--- src/rtl/ws2812_frame_sequencer.sv ---
// Double-buffered frame sequencer feeding a single-pixel WS2812B driver, one pixel per latch pulse.
// drv_rgb is registered and valid from the first STREAM cycle; pixels advance only on the driver's latch.
module ws2812_frame_sequencer #(
    parameter int NUM_LEDS       = 8,
    parameter int AW             = (NUM_LEDS > 1) ? $clog2(NUM_LEDS) : 1,
    parameter int REFRESH_CYCLES = 270_000
) (
    input  logic          clk,
    input  logic          rst,
    input  logic          wr_en,
    input  logic [AW-1:0] wr_addr,
    input  logic [23:0]   wr_data,
    input  logic          commit,
    input  logic          start,
    input  logic [7:0]    brightness,
    output logic          drv_ready,
    output logic [23:0]   drv_rgb,
    input  logic          drv_busy,
    input  logic          drv_latched,
    output logic          frame_busy,
    output logic          frame_done,
    output logic          commit_pending
);

    localparam int RW = (REFRESH_CYCLES > 1) ? $clog2(REFRESH_CYCLES) : 1;
    localparam logic [AW-1:0] LAST_IDX = AW'(NUM_LEDS - 1);
    localparam logic [RW-1:0] REF_LAST = RW'(REFRESH_CYCLES - 1);

    typedef enum logic [1:0] {S_IDLE, S_LOAD, S_STREAM, S_DRAIN} state_t;

    state_t        r_state;
    state_t        w_state_nxt;
    logic [23:0]   r_shadow [NUM_LEDS];
    logic [23:0]   r_active [NUM_LEDS];
    logic [AW-1:0] r_idx;
    logic [AW-1:0] w_idx_nxt;
    logic [7:0]    r_bri;
    logic [7:0]    w_bri_nxt;
    logic [23:0]   w_pix_nxt;
    logic [23:0]   r_rgb;
    logic [RW-1:0] r_ref_cnt;
    logic          w_ref_hit;
    logic          w_wr_ok;
    logic          w_last_lat;
    logic          r_start_pend;
    logic          r_commit_pend;
    logic          r_done;

    function automatic logic [7:0] scale8(input logic [7:0] c, input logic [7:0] b);
        logic [15:0] p;
        p = {8'd0, c} * ({8'd0, b} + 16'd1);
        return 8'(p >> 8);
    endfunction

    assign w_wr_ok    = wr_en && (int'(wr_addr) < NUM_LEDS);
    assign w_ref_hit  = (REFRESH_CYCLES != 0) && (r_ref_cnt == REF_LAST);
    assign w_last_lat = (r_state == S_STREAM) && drv_latched && (r_idx == LAST_IDX);

    always_ff @(posedge clk or posedge rst) begin
        if (rst) r_state <= S_IDLE;
        else     r_state <= w_state_nxt;
    end

    always_comb begin
        w_state_nxt = r_state;
        case (r_state)
            S_IDLE:   if (r_start_pend && !drv_busy) w_state_nxt = S_LOAD;
            S_LOAD:   w_state_nxt = S_STREAM;
            S_STREAM: if (w_last_lat) w_state_nxt = S_DRAIN;
            S_DRAIN:  if (!drv_busy) w_state_nxt = S_IDLE;
            default:  w_state_nxt = S_IDLE;
        endcase
    end

    always_comb begin
        drv_ready  = (r_state == S_STREAM);
        frame_busy = (r_state != S_IDLE);
    end

    // The pixel for the next cycle is chosen from the post-edge view so the first
    // STREAM cycle already shows the freshly committed pixel 0 at the new brightness.
    always_comb begin
        w_idx_nxt = r_idx;
        if (r_state == S_LOAD)
            w_idx_nxt = '0;
        else if (r_state == S_STREAM && drv_latched && !w_last_lat)
            w_idx_nxt = r_idx + 1'b1;
        w_bri_nxt = (r_state == S_LOAD) ? brightness : r_bri;
        w_pix_nxt = (r_state == S_LOAD && r_commit_pend) ? r_shadow[w_idx_nxt]
                                                          : r_active[w_idx_nxt];
    end

    always_ff @(posedge clk or posedge rst) begin
        if (rst) begin
            for (int i = 0; i < NUM_LEDS; i++) begin
                r_shadow[i] <= '0;
                r_active[i] <= '0;
            end
            r_idx         <= '0;
            r_bri         <= 8'hFF;
            r_rgb         <= '0;
            r_ref_cnt     <= '0;
            r_start_pend  <= 1'b0;
            r_commit_pend <= 1'b0;
            r_done        <= 1'b0;
        end else begin
            if (w_wr_ok)
                r_shadow[wr_addr] <= wr_data;
            if (r_state == S_LOAD && r_commit_pend)
                for (int i = 0; i < NUM_LEDS; i++)
                    r_active[i] <= r_shadow[i];
            r_idx         <= w_idx_nxt;
            r_bri         <= w_bri_nxt;
            r_commit_pend <= commit | (r_commit_pend & (r_state != S_LOAD));
            r_start_pend  <= start | w_ref_hit | (r_start_pend & (r_state != S_LOAD));
            r_ref_cnt     <= w_ref_hit ? '0 : r_ref_cnt + 1'b1;
            r_done        <= (r_state == S_DRAIN) && !drv_busy;
            r_rgb         <= (w_state_nxt == S_STREAM) ?
                             {scale8(w_pix_nxt[23:16], w_bri_nxt),
                              scale8(w_pix_nxt[15:8],  w_bri_nxt),
                              scale8(w_pix_nxt[7:0],   w_bri_nxt)} : 24'd0;
        end
    end

    assign drv_rgb        = r_rgb;
    assign frame_done     = r_done;
    assign commit_pending = r_commit_pend;

endmodule

--- config.mk ---
export PLATFORM = sky130hd
export DESIGN_NAME = ws2812_frame_sequencer
export DESIGN_NICKNAME = d
export VERILOG_FILES = /design/src/rtl/ws2812_frame_sequencer.sv
export SDC_FILE = /design/constraint.sdc
export NUM_CORES = 1
export LEC_CHECK = 0
export BUFFER_PORTS_ARGS = -buffer_cell sky130_fd_sc_hd__buf_2
export CAP_MARGIN = 20
export CORE_ASPECT_RATIO = 2
export CORE_UTILIZATION = 65
export DETAILED_ROUTE_END_ITERATION = 8
export HOLD_SLACK_MARGIN = 0.12
export PLACE_DENSITY = 0.84
export SYNTH_ARGS = -nofsm -noshare
export SYNTH_HDL_FRONTEND = slang
export SYNTH_SLANG_ARGS = --single-unit
--- constraint.sdc ---
create_clock -name clk -period 25 [get_ports clk]
set_clock_uncertainty 0.1 [all_clocks]
set_input_delay 2.5 -clock clk [delete_from_list [all_inputs] [get_ports clk]]
set_output_delay 2.5 -clock clk [all_outputs]
set_load 0.01 [all_outputs]
After elaboration in Yosys (flattened, before gate mapping)
Index checks and enable logic that the tools add are counted.
W data, S select, Z words.
{"block": "word_totals", "n_memories": 0, "ram_bits": 0, "romBits": 0, "input_bits": 42, "latchBits": 0, "register_bits": 443}
{"block": "classes", "magnitude_cmp": 3, "div": 0, "addsub": 3, "n_eq_ne": 7, "bitwise_logic": 7, "n_mux": 19, "n_reduce_logical": 11, "n_mul": 3, "n_shift": 0}
{"cell": "$bwmux W192", "n": 1}
{"cell": "$mux W24", "n": 7}
{"cell": "$bmux W24 S3", "n": 2}
{"cell": "$demux W24 S3", "n": 1}
{"cell": "$mul A8 B16 Y16", "n": 2}
{"cell": "$add A19 B1 Y19 const B", "n": 1}
{"cell": "$eq A19 B19 Y1 const B", "n": 1}
{"cell": "$mux W19", "n": 1}
{"cell": "$mul A8 B9 Y16", "n": 1}
{"cell": "$add A8 B1 Y9 const B", "n": 1}
{"cell": "$ge A4 B4 Y1 const B", "n": 2}
{"cell": "$mux W8", "n": 1}
{"cell": "$not A3 Y4", "n": 2}
{"cell": "$pmux W2 S4", "n": 1}
{"cell": "$logic_and A1 B1 Y1", "n": 7}
{"cell": "$eq A2 B2 Y1 const B", "n": 3}
{"cell": "$mux W2", "n": 3}
{"cell": "$mux W3", "n": 2}
{"cell": "$lt A4 B1 Y1 const B", "n": 1}
{"cell": "$add A3 B1 Y3 const B", "n": 1}
{"cell": "$eq A3 B3 Y1 const B", "n": 1}
{"cell": "$or A1 B1 Y1", "n": 3}
{"cell": "$and A1 B1 Y1", "n": 2}
{"cell": "$eq A2 B1 Y1 const B", "n": 1}
{"cell": "4 further kinds", "n": 5}

Longest topological paths before layout
{"block": "logic_depth", "depth_word": 14, "ltp_mapped": 33, "mapped_depth_nobuf": 30}

Worst setup path after synthesis
No wires, ideal clock.
{"block": "synth_path", "path_type": "input port to flip-flop", "start": "in drv_latched", "end": "reg r_rgb[23], in the netlist drv_rgb[23]", "arrival_time_ps": 8798, "path_buffers": 4, "path_stages": 27, "required_time_ps": 24826, "setup_time_ps": 74, "path_slack_ps": 16028, "path_cell_list": "and4bb_2 o21a_1 nor2_4 inv_2 buf_6 buf_2 clkbuf_1 clkbuf_1 nand3_1 nand3_1 o21ai_0 a21boi_1 nor2_1 fa_1 inv_1 fa_1 inv_1 fa_1 fa_1 ha_1 a21oi_1 or4_1 o31a_1 or3_4 a41o_1 a21o_1 a21oi_2"}
{"block": "synth_via", "elab_chain_len": 13}
{"item": "start: declaration", "line": "19", "rtl": "input logic drv_latched,"}
{"item": "$logic_and A1 B1 Y1 (*)", "line": "57, 86"}
{"item": "$logic_and A1 B1 Y1", "line": "57", "rtl": "assign w_last_lat = (r_state == S_STREAM) && drv_latched && (r_idx == LAST_IDX);"}
{"item": "$logic_not A1 Y1", "line": "86", "rtl": "else if (r_state == S_STREAM && drv_latched && !w_last_lat)"}
{"item": "$logic_and A1 B1 Y1", "line": "86"}
{"item": "$mux W3", "line": "86"}
{"item": "$mux W3", "line": "84", "rtl": "if (r_state == S_LOAD)"}
{"item": "$not A3 Y4 (implied by the code)", "line": "89, 90"}
{"item": "$bmux W24 S3, on equally long branches", "line": "90, 89"}
{"item": "$mux W24, on equally long branches (2 in a row)", "line": "90, 89"}
{"item": "$mux W24", "line": "89", "rtl": "w_pix_nxt = (r_state == S_LOAD && r_commit_pend) ? r_shadow[w_idx_nxt]"}
{"item": "$mul A8 B16 Y16", "line": "51", "rtl": "p = {8'd0, c} * ({8'd0, b} + 16'd1);"}
{"item": "$mux W24 (*)", "line": "118", "rtl": "r_rgb <= (w_state_nxt == S_STREAM) ?"}
{"item": "end signal: assignment", "line": "118"}
{"item": "end: declaration", "line": "40", "rtl": "logic [23:0] r_rgb;"}
Every way passes the cells marked *; elsewhere a longest branch is shown, timed or not. The select of a mux whose other input is x is not followed.
A chain may end at the register's enable or synchronous reset.

Worst setup path in the final report
Same ends and word-level chain as after synthesis.

==> impl_metrics.json <==
{
  "status": "finished, final reports clean",
  "worst-setup-path-type": "input port to flop",
  "routed_via_density": 5.89,
  "clock_sinks": 443,
  "grt_pass1_vias": 19800,
  "row_count": 101,
  "path_clk_slew_ps": 70,
  "synthDistinctLibCells": 65,
  "grt_usage_pct": 32.0,
  "synth_seq_cells": 443,
  "finalSetupViolCount": 0,
  "ys_top_cells_by_area": "dfrtp_1 43%, nand2_1 12%, fa_1 9.5%",
  "synthArstFlopShare_pct": 100,
  "grt_pass1_wl_um": 98100,
  "fin_crit_sh_pct": 39.1,
  "yosys_warnings": 0,
  "final_cells": 3219,
  "postCtsHoldBufs": 0,
  "netlist_instances": 2656,
  "setup-tns-final_ps": 0,
  "hold_path_class": "flop to flop",
  "gp_congestion": 0.897,
  "dieHeight_um": 280,
  "fillers": 2681,
  "synthesis.area_um2": 25200,
  "synth_commonest_cells": "801 x nand2_1, 435 x dfrtp_1, 209 x nor2_1",
  "syn_avg_cell_area_um2": 9.48,
  "drc": 0,
  "core_area_um2": 38000,
  "synth-edff-count": 0,
  "dpl_cell_area_um2": 25900,
  "whs_path_depth": 2,
  "drive_gt1_share_pct": 16.4,
  "clkLatencyLatePin_ps": 580,
  "fp.dieW_um": 141,
  "drtIter0Drc": 1326,
  "worstMarginPinSlew_ps": 1370,
  "grt_start_max_net_pins": 148,
  "synthesis.nets": 2918,
  "fmax_ghz": 0.102,
  "portBuffers": 69,
  "drtPass1Iterations": 5,
  "timing.final.crit_period_ps": 9760,
  "worstHoldEndpoint": "r_active[44]",
  "drv_cap": 0,
  "r2r-end": "drv_rgb[23]",
  "start_util_pct": 66.2,
  "antenna_found_initial": 2,
  "cp.arrival_ps": 10150,
  "htreeDepth": 2,
  "hpwl_um": 40300,
  "synth_top_area_share_pct": 43.2,
  "cts_tree": "built",
  "reg2reg_depth": 26,
  "overflow": 0,
  "synth_top_cell_by_area": "dfrtp_1",
  "hold_viol": 0,
  "syn2layout_area_growth_pct": 8.71,
  "wl_um": 60500,
  "r2r_start": "r_idx[0]",
  "dieArea_um2": 39600,
  "postCtsSetupBuffers": 0,
  "wire_per_inst_um": 18.8,
  "cts_resized": 0,
  "io_pins": 70,
  "cts_max_path_buffers": 3,
  "required_ps": 25390,
  "maxSlewViolCount": 0,
  "startpoint_type": "input port",
  "seq_area_frac_synth_pct": 44.1,
  "fin_area_um2": 27400,
  "cts-root-buf": "clkbuf_16",
  "final_nets": 2934,
  "cts_inserted_buffers": 40,
  "rsz0062_at_grt": "no",
  "drtAntennaViolNets": 0,
  "route.vias.total": 19000,
  "max_slew_margin_pct": 8.36,
  "worstSetupEndpointType": "flop",
  "post-place-cells": 3141,
  "synthFlopType": "dfrtp_1",
  "crit_fanout": 51,
  "worst-r2r-setup-slack_ps": 16380,
  "yosysMostFrequentCell": "nand2_1",
  "fin_util_pct": 71.9,
  "min_from": "r_shadow[44]"
}
[worst max-delay path, cell delays in order]
cell      delay [ps]
buf_2            110
or3b_4           400
and3_4           210
nor2_4           490
inv_2            510
buf_4            480
nand2_1          160
nand3_1           90
nand3_1          160
a21boi_1         680
nor2_1           170
fa_1             540
inv_1             60
fa_1             530
inv_1             50
fa_1             490
fa_1             420
ha_1             310
a21oi_1           90
or4_1            430
o31a_1           280
or3_4            400
a41o_1           260
a21o_1           190
a21oi_2          100
[layout by cell type (no fill, tap or decap), drive strengths merged, types with 4 or more instances in the layout]
master | synthesis | routed
inv | 174 | 176
ha | 100 | 100
dfrtp | 435 | 435
clkbuf | 110 | 58
buf | 22 | 105
or2 | 35 | 35
nor3 | 9 | 9
nand4 | 8 | 8
nor3b | 4 | 4
mux2i | 37 | 37
o211ai | 5 | 5
nand2 | 802 | 802
nand3 | 150 | 150
a21oi | 28 | 28
a21o | 9 | 9
nor2b | 6 | 6
fa | 120 | 120
nand2b | 17 | 17
nand4b | 4 | 4
xnor2 | 30 | 30
clkinv | 0 | 11
or3 | 7 | 7
and2 | 5 | 5
nor2 | 210 | 210
xor2 | 20 | 20
o21ai | 36 | 36
a21boi | 15 | 15
and3 | 8 | 8
o22ai | 4 | 4
dfstp | 8 | 8
mux2 | 202 | 202
[how the worst max path moves through the flow]
stage / start / end / depth (start not counted)
after global placement: drv_latched / drv_rgb[15] / 28
final: drv_latched / drv_rgb[23] / 25
after detailed placement: drv_latched / drv_rgb[23] / 25
after floorplan: rst / commit_pending / 1
after global routing: drv_latched / drv_rgb[15] / 28
after CTS: drv_latched / drv_rgb[23] / 25
[layout make-up]
| class | instances | area [um2] | share of cell area (%) |
|---|---|---|---|
| multi-input combinational | 1907 | 12900 | 47.3 |
| timing repair buffer | 106 | 681 | 2.49 |
| inverter | 174 | 661 | 2.41 |
| sequential | 443 | 11100 | 40.5 |
| clock buffer | 57 | 1130 | 4.15 |
| antenna | 2 | 5.00 | 0.0183 |
| tap | 515 | 644 | 2.35 |
| clock inverter | 15 | 198 | 0.722 |
[flip-flops by register name, indices dropped and copies added, names as in the netlist]
| register | cells |
|---|---|
| r_ref_cnt | 19 |
| r_start_pend | 1 |
| r_bri | 8 |
| r_idx | 3 |
| r_state | 2 |
| r_shadow | 192 |
| frame_done | 1 |
| r_active | 192 |
| commit_pending | 1 |
| drv_rgb | 24 |
[per-stage QoR]
step | hold WS [ps] | setup slack, ps
floorplan | 333 | 10070
global placement | 341 | 14950
detailed placement | 348 | 14730
CTS | 360 | 15280
global route | 375 | 14870
finish | 359 | 15240
[logic make-up after synthesis]
logic type / count (synthesis) / share of synthesized area, %
buffers and inverters: 306 / 4.77
multiplexers: 239 / 10.5
AND/OR/NAND/NOR: 1272 / 21.0
flip-flops: 443 / 44.1
XOR/XNOR: 50 / 1.74
AO/OA/AOI/OAI: 126 / 3.41
adder cells (fa/ha/maj): 220 / 14.5
[per-layer routing]
| layer | track usage, % | part of all wire, % | up-vias | wire, um |
|---|---|---|---|---|
| li1 | - | - | 8542 | - |
| met1 | 35.9 | 36 | 9494 | 21600 |
| met2 | 57.7 | 53 | 700 | 32400 |
| met3 | 3.48 | 5.0 | 222 | 3020 |
| met4 | 19.8 | 5.9 | 0 | 3590 |
| met5 | 0 | 0 | - | 0 |
Power is left out: the tool's default activity adds up to more than one toggle a clock period on the data nets, which glitch-free logic cannot reach.
